--- src/rtl/apb_arb_pkg.sv ---
// Shared types and defaults for the two-requester APB master.
package apb_arb_pkg;

  typedef enum logic [1:0] {
    StIdle   = 2'd0,
    StSetup  = 2'd1,
    StAccess = 2'd2
  } apb_state_e;

  localparam int unsigned AddrWDefault = 8;
  localparam int unsigned DataWDefault = 8;

  // Contention goes to whoever was not served last; a lone request wins outright.
  function automatic logic rr_pick(input logic req0, input logic req1, input logic last);
    return (req0 && req1) ? ~last : ~req0;
  endfunction

endpackage

--- src/rtl/rr_arb2.sv ---
// Two-way round-robin arbiter; the pointer remembers the last requester served.
module rr_arb2
  import apb_arb_pkg::*;
(
  input  logic clk_i,
  input  logic rst_ni,
  input  logic req0_i,
  input  logic req1_i,
  input  logic update_i,
  input  logic served_i,
  output logic gnt_o
);

  logic last_q;

  // Reset value of 1 means requester 0 is favoured first.
  always_ff @(posedge clk_i or negedge rst_ni) begin
    if (!rst_ni) begin
      last_q <= 1'b1;
    end else if (update_i) begin
      last_q <= served_i;
    end
  end

  always_comb begin
    gnt_o = rr_pick(req0_i, req1_i, last_q);
  end

endmodule

--- src/rtl/apb_arb_master.sv ---
// APB master shared by two requesters with round-robin arbitration.
// Define APB_TIMEOUT_EN to end stalled ACCESS phases with an error after TIMEOUT cycles.
module apb_arb_master
  import apb_arb_pkg::*;
#(
  parameter int unsigned ADDR_W  = AddrWDefault,
  parameter int unsigned DATA_W  = DataWDefault,
  parameter int unsigned TIMEOUT = 16
) (
  input  logic              clk,
  input  logic              preset,
  input  logic              req0,
  input  logic              req1,
  input  logic              write0,
  input  logic              write1,
  input  logic [ADDR_W-1:0] addr0,
  input  logic [ADDR_W-1:0] addr1,
  input  logic [DATA_W-1:0] wdata0,
  input  logic [DATA_W-1:0] wdata1,
  output logic              done0,
  output logic              done1,
  output logic [DATA_W-1:0] rdata,
  output logic              err,
  output logic              psel0,
  output logic              penable,
  output logic              pwrite,
  output logic [ADDR_W-1:0] paddr,
  output logic [DATA_W-1:0] pwdata,
  input  logic              pready,
  input  logic              pslverr,
  input  logic [DATA_W-1:0] prdata
);

  apb_state_e        state_q, state_d;
  logic              owner_q, owner_d;
  logic              pwrite_q, pwrite_d;
  logic [ADDR_W-1:0] paddr_q, paddr_d;
  logic [DATA_W-1:0] pwdata_q, pwdata_d;
  logic              gnt;
  logic              timed_out;
  logic              complete;

  rr_arb2 u_rr_arb2 (
    .clk_i    (clk),
    .rst_ni   (preset),
    .req0_i   (req0),
    .req1_i   (req1),
    .update_i (complete),
    .served_i (owner_q),
    .gnt_o    (gnt)
  );

`ifdef APB_TIMEOUT_EN
  localparam int unsigned CntW = $clog2(TIMEOUT + 1);

  logic [CntW-1:0] cnt_q, cnt_d;

  always_comb begin
    cnt_d = '0;
    if (state_q == StAccess && !pready) begin
      cnt_d = cnt_q + CntW'(1);
    end
  end

  // Fires on the TIMEOUT-th stalled ACCESS cycle, counting the current one.
  assign timed_out = (state_q == StAccess) && !pready && (cnt_q == CntW'(TIMEOUT - 1));

  always_ff @(posedge clk or negedge preset) begin
    if (!preset) begin
      cnt_q <= '0;
    end else begin
      cnt_q <= cnt_d;
    end
  end
`else
  logic unused_timeout;
  assign unused_timeout = |TIMEOUT;
  assign timed_out      = 1'b0;
`endif

  assign complete = (state_q == StAccess) && (pready || timed_out);

  always_comb begin
    state_d  = state_q;
    owner_d  = owner_q;
    pwrite_d = pwrite_q;
    paddr_d  = paddr_q;
    pwdata_d = pwdata_q;
    unique case (state_q)
      StIdle: begin
        if (req0 || req1) begin
          state_d  = StSetup;
          owner_d  = gnt;
          pwrite_d = gnt ? write1 : write0;
          paddr_d  = gnt ? addr1 : addr0;
          pwdata_d = gnt ? wdata1 : wdata0;
        end
      end
      StSetup:  state_d = StAccess;
      StAccess: if (complete) state_d = StIdle;
      default:  state_d = StIdle;
    endcase
  end

  always_ff @(posedge clk or negedge preset) begin
    if (!preset) begin
      state_q  <= StIdle;
      owner_q  <= 1'b0;
      pwrite_q <= 1'b0;
      paddr_q  <= '0;
      pwdata_q <= '0;
    end else begin
      state_q  <= state_d;
      owner_q  <= owner_d;
      pwrite_q <= pwrite_d;
      paddr_q  <= paddr_d;
      pwdata_q <= pwdata_d;
    end
  end

  always_comb begin
    psel0   = (state_q != StIdle);
    penable = (state_q == StAccess);
    pwrite  = pwrite_q;
    paddr   = paddr_q;
    pwdata  = pwdata_q;
    done0   = complete && !owner_q;
    done1   = complete && owner_q;
    // A timeout only occurs with pready low, so read data is zero in that case.
    rdata   = (state_q == StAccess && pready) ? prdata : '0;
    err     = ((state_q == StAccess) && pready && pslverr) || timed_out;
  end

endmodule
--- config.mk ---
export PLATFORM = sky130hd
export DESIGN_NAME = apb_arb_master
export DESIGN_NICKNAME = d
export VERILOG_FILES = /design/src/rtl/apb_arb_pkg.sv /design/src/rtl/rr_arb2.sv /design/src/rtl/apb_arb_master.sv
export SDC_FILE = /design/constraint.sdc
export NUM_CORES = 1
export LEC_CHECK = 0
export ABC_AREA = 1
export CAP_MARGIN = 25
export CORE_MARGIN = 2
export CORE_UTILIZATION = 39
export DETAILED_ROUTE_END_ITERATION = 10
export GPL_TIMING_DRIVEN = 0
export PLACE_DENSITY = 0.84
export SYNTH_ARGS = -nofsm -noshare
export SYNTH_HDL_FRONTEND = slang
export SYNTH_SLANG_ARGS = --single-unit
--- constraint.sdc ---
create_clock -name clk -period 3.6 [get_ports clk]
set_input_delay 0.36 -clock clk [delete_from_list [all_inputs] [get_ports clk]]
set_output_delay 0.36 -clock clk [all_outputs]
set_load 0.01 [all_outputs]
# Word level (Yosys, flattened, before mapping)

Index checks and enable logic that the tools add are counted.

Flip-flop bits (word level): 21
Input port bits: 48
Output and inout port bits: 30
Logic and storage cells: 31

Eq/ne operators: 4
Multiplexer cells: 8
Bitwise gates (word level): 2
Reduce and logical (&&, ||, !) cells: 11

Operators by type and width:

| operator             | number |
|---|---|
| $mux W8              | 3 |
| $pmux W2 S3          | 1 |
| $logic_and A1 B1 Y1  | 5 |
| $mux W2              | 2 |
| $reduce_and A2 Y1    | 2 |
| $eq A2 B1 Y1 const B | 1 |
| $eq A2 B2 Y1 const B | 1 |
| $logic_not A2 Y1     | 1 |
| $mux W1              | 2 |
| $ne A2 B1 Y1 const B | 1 |
| $ne A2 B2 Y1 const B | 1 |
| $not A1 Y1           | 2 |
| $reduce_bool A2 Y1   | 1 |
| $logic_not A1 Y1     | 1 |
| $logic_or A1 B1 Y1   | 1 |

# Depth between registers and ports, before layout

Gate-level depths: netlist of run 1.

Word-level depth: 4
Gate-level depth with buffers: 7
Depth with buffers taken out: 6

# Modules after synthesis

Synthesis of run 1 repeated with hierarchy kept, for this count alone.

Cells, all modules: 177
Area, all modules: 1223.7 um2

Modules (own cells, without submodules):

| module         | times used | cells an instance | area each (um2) |
|---|---|---|---|
| apb_arb_master | 1          | 169               | 1171.1 |
| rr_arb2        | 1          | 8                 | 52.6 |

# Least setup slack after synthesis of run 1

OpenSTA, ideal clock, no wires.

Path type: register to output
Start point: reg state_q[0]
End point: out done1
Arrival time: 1.041 ns
Slack: 2.199 ns
Stages on the path, launching flop included: 5
Path through: dfrtp_1 -> nor2_1 -> nand2_1 -> buf_2 -> nor2_1

Word-level cells in the longest chain between the ends: 3

RTL lines:

| item                   | RTL line              | source |
|---|---|---|
| from (decl)            | apb_arb_master.sv:34  | `apb_state_e state_q, state_d;` |
| from (signal assigned) | apb_arb_master.sv:107 | `state_q <= StIdle;` |
| from (signal assigned) | apb_arb_master.sv:113 | `state_q <= state_d;` |
| $eq A2 B2 Y1           | n/a                   |  |
| named net penable      | apb_arb_master.sv:25  | `output logic penable,` |
| $logic_and A1 B1 Y1    | apb_arb_master.sv:81  | `assign complete = (state_q == StAccess) && (pready \|\| timed_out);` |
| $logic_and A1 B1 Y1    | apb_arb_master.sv:128 | `done1 = complete && owner_q;` |
| to (decl)              | apb_arb_master.sv:21  | `output logic done1,` |

The timed path passes the listed nets, and every way through them passes these cells.

# Worst setup path in the final report of run 1

Start point: reg state_q[0]
End point: out rdata[5]

Word-level cells in the longest chain between the ends: 3

RTL lines:

| item                | RTL line              | source |
|---|---|---|
| $eq A2 B2 Y1        | apb_arb_master.sv:130 | `rdata = (state_q == StAccess && pready) ? prdata : '0;` |
| $logic_and A1 B1 Y1 | apb_arb_master.sv:130 |  |
| $mux W8             | apb_arb_master.sv:130 |  |
| to (decl)           | apb_arb_master.sv:22  | `output logic [DATA_W-1:0] rdata,` |

Every way passes these cells.

==> flow_summary_export.csv, run 1 <==
group,metric,value,unit
min_path,holdPathStages,4,
critical_path,critPathLaunchType,"flip-flop",
route,vias,1340,
clock_tree,post_cts_buffers,0,
timing,setup_tns,0,ps
final_layout,layout.cells.most_common,"clkdlybuf4s50_1",
clock_tree,htreeDepth,1,
timing,period_share,58.9,%
critical_path,arrival,1760,ps
placement,place_congestion,0.716,
clock_tree,cts_root_buffer,"clkbuf_4",
clock_tree,cts.sinks,21,
yosys,synth_cells,185,
route,routed_wl,3200,um
die,die-area,3670,sq um
route,vias_per_cell,4.34,
timing,slew_headroom,39.5,%
final_layout,nets,314,
min_path,worst_hold_path_type,"input port to flip-flop",
placement,place_area,2070,sq um
job,cap_violations,0,
timing,finClkSkew,0.387,ps
final_layout,drive_gt1_share,6.79,%
timing,rsz0062_at_grt,"no",
global_routing,first_global_vias,1279,
timing,whs,401,ps
clock_tree,cts-resized-gates,0,
critical_path,cp.required,3240,ps
yosys,synth_area_per_cell,6.76,sq um
die,io_pins,78,
yosys,mappedNetlistArea,1250,sq um
timing,period_needed,2120,ps
critical_path,endpoint_kind,"primary output",
final_layout,num-fill-cells,288,
clock_tree,clk_pin_slew,110,ps
placement,dp.final_hpwl,2570,um
route,avgRoutedWirePerCell,10.4,um
timing,drv_slew,0,
pwr,p_per_area,618,nW/um^2
global_routing,grt_max_degree,22,
pwr,ir_drop,332,uV
route,drc,0,
placement,port_buffers,76,
final_layout,utilization,68.6,%
critical_path,ff2ff_path_depth,7,
route,dr.pass1.iters,4,
die,row_count,20,
global_routing,track_usage,19.7,%
global_routing,grt.overflow.total,0,
final_layout,insertedDiodeCount,0,
die,fp.dieH,60.6,um
pwr,p_total,1.29,mW
clock_tree,clock_path_buffers,2,
critical_path,cp_max_fo,10,
route,drtAntennaViolNets,0,
yosys,seq_area_frac_synth,42.1,%
yosys,syn_nets,233,
die,start_util,40.9,%
final_layout,syn_to_final_growth,67.5,%
yosys,yosys.cell_types.count,15,
route,drt_iter0_drc,40,
die,core_region_area,3050,sq um
global_routing,grt_pass1_wl,5470,um
clock_tree,cts_tree,"built",
timing,maxClockFrequency,472,MHz
yosys,synth_seq_cells,21,
clock_tree,insertion_delay,290,ps
die,die_w,60.6,um
clock_tree,holdBufCountCts,0,
timing,finalSetupViolCount,0,
yosys,yosysWarnings,0,
timing,worst_pin_slew,905,ps
final_layout,final_cell_mix,"clkdlybuf4s50_1, nand2_1, inv_1, nand3_1, dfrtp_1",
final_layout,finalInstanceArea,2090,sq um
global_routing,antenna_found_initial,0,
clock_tree,cts_buffers,3,
timing,hold_viol,0,
critical_path,critPathKind,"flip-flop to primary output",
status,status,"completed",
pwr,leakage,1.12,nW
[worst max-delay path: stages, from the launching register on]
cell             delay (ps)
dfrtp_1                 420
nor2_1                  140
nand2_1                  90
buf_2                   180
nor2_1                  100
clkdlybuf4s50_1         540
[cell families after synthesis]
logic type             after synthesis  synth area share [%]
AOI/OAI and AO/OA                    3                  1.40
buffers and inverters               56                  20.3
DFF                                 21                  42.1
and+or+nand+nor                    105                  36.1
[routing by layer]
layer	wire length, um	vias up	global-route usage (%)
li1	-	701	-
met1	1400	583	25.1
met2	1500	48	33.2
met3	235	8	3.62
met5	0	-	0
met4	67	0	7.76
[layout make-up]
type	instances	area [sq um]	share of cell area, %
timing repair buffer	76	761	36.3
multi-input combinational	108	469	22.4
clock inverter	1	5.00	0.239
buffer	8	71.3	3.41
inverter	48	183	8.73
sequential	21	527	25.2
clock buffer	3	22.5	1.08
tap	44	55.1	2.63
[sequential cells by signal (all words and copies together), names as in the netlist]
register / flops
pwrite: 1
owner_q: 1
state_q: 2
pwdata: 8
u_rr_arb2.last_q: 1
paddr: 8
[worst paths after layout]
kind / endpoint / startpoint / slack [ps]
setup / recovery: rdata[5] / state_q[0] / 1480
hold / removal: paddr[1] / req0 / 400
setup reg to reg: paddr[7] / u_rr_arb2.last_q / 2270
hold reg to reg: paddr[4] / paddr[4] / 490
max in group asynchronous: paddr[5] / preset / 2490
min in group asynchronous: paddr[3] / preset / 560
[through the flow]
step,cells,setup WS (ps)
floorplan,185,2200
global placement,305,1510
detailed placement,305,1490
CTS,309,1450
global route,309,1310
finish,309,1480
[Yosys cell counts]
cell type / n / area, sq um
a21oi_1: 1 / 5.00
buf_2: 3 / 15.0
buf_6: 5 / 56.3
dfrtp_1: 20 / 500
dfstp_2: 1 / 26.3
inv_1: 47 / 176
inv_4: 1 / 6.26
nand2_1: 54 / 203
nand2_2: 2 / 12.5
nand3_1: 34 / 170
nor2_1: 13 / 48.8
nor2_2: 1 / 6.26
nor2_4: 1 / 11.3
o21a_1: 1 / 7.51
o21ai_1: 1 / 5.00
[power breakdown]
part | switching, mW | internal, mW | total, mW
Combinational | 0.363 | 0.402 | 0.766
Clock | 0.0687 | 0.0413 | 0.110
Sequential | 0.0581 | 0.359 | 0.417
Total | 0.490 | 0.803 | 1.29
No activity file was read; power rests on OpenSTA's default activity.
==> run 2, diff against run 1 <==
Settings changed: CORE_UTILIZATION 39 to 33, PLACE_DENSITY 0.84 to 0.76.
Clock period 3.6 ns to 1.7 ns, I/O delays scaled along.
==> flow_summary_export.csv, run 2 (synthesis gave the netlist of run 1 again) <==
group,metric,value,unit
clock_tree,cts_tree,"built",
die,io_pins,78,
route,avgRoutedWirePerCell,10.2,um
min_path,worst_hold_path_type,"input port to flip-flop",
critical_path,rrSetupSlack,370,ps
pwr,leakage,1.17,nW
min_path,hp-start,"req0",
pwr,clkPwrFrac,11.3,%
timing,hold_viol,0,
route,routed_wl,3190,um
placement,port_buffers,76,
final_layout,insertedDiodeCount,0,
clock_tree,insertion_delay,250,ps
critical_path,cp_max_fo,10,
global_routing,track_usage,15.6,%
route,drt_iter0_drc,19,
clock_tree,clk_pin_slew,70,ps
die,die_w,65.5,um
route,vias_per_cell,4.29,
pwr,ir_drop,570,uV
clock_tree,htreeDepth,1,
pwr,p_total,2.80,mW
critical_path,ff2ff_path_depth,6,
timing,finalSetupViolCount,0,
timing,period_needed,1580,ps
die,row_count,22,
final_layout,multi_input_area,472,sq um
clock_tree,cts_root_buffer,"clkbuf_8",
timing,worst_pin_slew,910,ps
route,wl_met1,1360,um
die,start_util,34.1,%
final_layout,layout.cells.most_common,"clkdlybuf4s50_1",
pwr,power_frac_comb,56.6,%
critical_path,arrival,1410,ps
placement,place_congestion,0.769,
min_path,holdPathStages,4,
critical_path,endpoint_kind,"primary output",
global_routing,grt_max_degree,22,
clock_tree,holdBufCountCts,0,
timing,slew_headroom,39.1,%
route,drc,0,
clock_tree,post_cts_buffers,0,
final_layout,syn_to_final_growth,68.6,%
final_layout,nets,314,
route,drtAntennaViolNets,0,
final_layout,num-fill-cells,356,
clock_tree,cts.sinks,21,
global_routing,grt.overflow.total,0,
clock_tree,clock_path_buffers,2,
final_layout,seq_area,527,sq um
timing,maxClockFrequency,633,MHz
pwr,switching_power,1.05,mW
min_path,holdPathEnd,"paddr[5]",
clock_tree,cts_buffers,3,
pwr,seqPwrFrac,32.1,%
die,core_region_area,3660,sq um
clock_tree,cts-resized-gates,11,
route,vias,1342,
timing,finClkSkew,2.57,ps
route,dr_wl_met3,222,um
die,die-area,4300,sq um
route,wl_met2,1600,um
route,dr.pass1.iters,4,
critical_path,cp.required,1530,ps
pwr,p_int,1.75,mW
route,maxUsedRoutingLayer,"met4",
status,status,"completed",
final_layout,final_cell_mix,"clkdlybuf4s50_1, nand2_1, inv_1, nand3_1, dfrtp_1",
job,cap_violations,0,
final_layout,utilization,57.6,%
critical_path,rr_endpoint,"pwdata[1]",
pwr,swShare,37.5,%
critical_path,critPathLaunchType,"flip-flop",
critical_path,critPathKind,"flip-flop to primary output",
final_layout,drive_gt1_share,6.79,%
critical_path,r2r_start,"u_rr_arb2.last_q",
die,fp.dieH,65.5,um
global_routing,grt_pass1_wl,5300,um
pwr,p_per_area,1330,nW/um^2
timing,drv_slew,0,
global_routing,first_global_vias,1224,
timing,whs,264,ps
timing,period_share,93.0,%
placement,dp.final_hpwl,2550,um
global_routing,antenna_found_initial,0,
-- run 2: cell count changes in the layout (fill, tap and decap cells not counted), sizes merged --
cell | previous run | this run
clkbuf | 3 | 4
clkdlybuf4s15 | 0 | 2
clkdlybuf4s50 | 76 | 65
clkinv | 1 | 0
dlygate4sd2 | 0 | 9
-- run 2: worst max path at each step --
stage | from | cells after the start | end | slack, ps
final | state_q[0] | 5 | rdata[3] | 120
after global routing | state_q[0] | 5 | rdata[1] | -4
after CTS | state_q[0] | 5 | rdata[2] | 50
after detailed placement | pready | 5 | rdata[2] | -70
after global placement | pready | 5 | done1 | -30
after floorplan | state_q[0] | 4 | done1 | 490
-- run 2: final cells by class --
| cell class | count | area share, % |
|---|---|---|
| Inverter | 48 | 8.67 |
| Buffer | 8 | 3.38 |
| Timing Repair Buffer | 76 | 35.6 |
| Multi-Input combinational cell | 108 | 22.4 |
| Clock buffer | 4 | 2.14 |
| Tap cell | 48 | 2.85 |
| Sequential cell | 21 | 25.0 |
-- run 2: per-stage QoR --
stage / cells / setup WS (ps) / TNS (ps) / instance area [sq um]
finish: 313 / 120 / 0 / 2110
global route: 313 / -4.45 / -7.36 / 2110
CTS: 313 / 50.7 / 0 / 2100
detailed placement: 309 / -67.3 / -327 / 2070
floorplan: 185 / 489 / 0 / 1250
global placement: 309 / -25.6 / -209 / 2070
-- run 2: power by group through the flow --
stage                     logic, mW  registers (mW)  clock network, mW
after global routing           1.76           0.932              0.351
after global placement         1.60           0.903                  0
after CTS                      1.61           0.897              0.328
final                          1.59           0.901              0.317
after floorplan               0.719           0.985                  0
after detailed placement       1.64           0.900                  0
-- run 2: per-layer routing --
layer	up-vias	track usage, %
met3	2	3.25
li1	700	-
met1	593	18.9
met2	47	29.0
met4	0	2.34
met5	-	0
-- run 2: critical path, stage by stage, from the launching register on --
cell and delay [ps]:
dfrtp_1 400, nor2_2 130, nand2_1 90, buf_2 180
nor2_1 90, dlygate4sd2_1 280
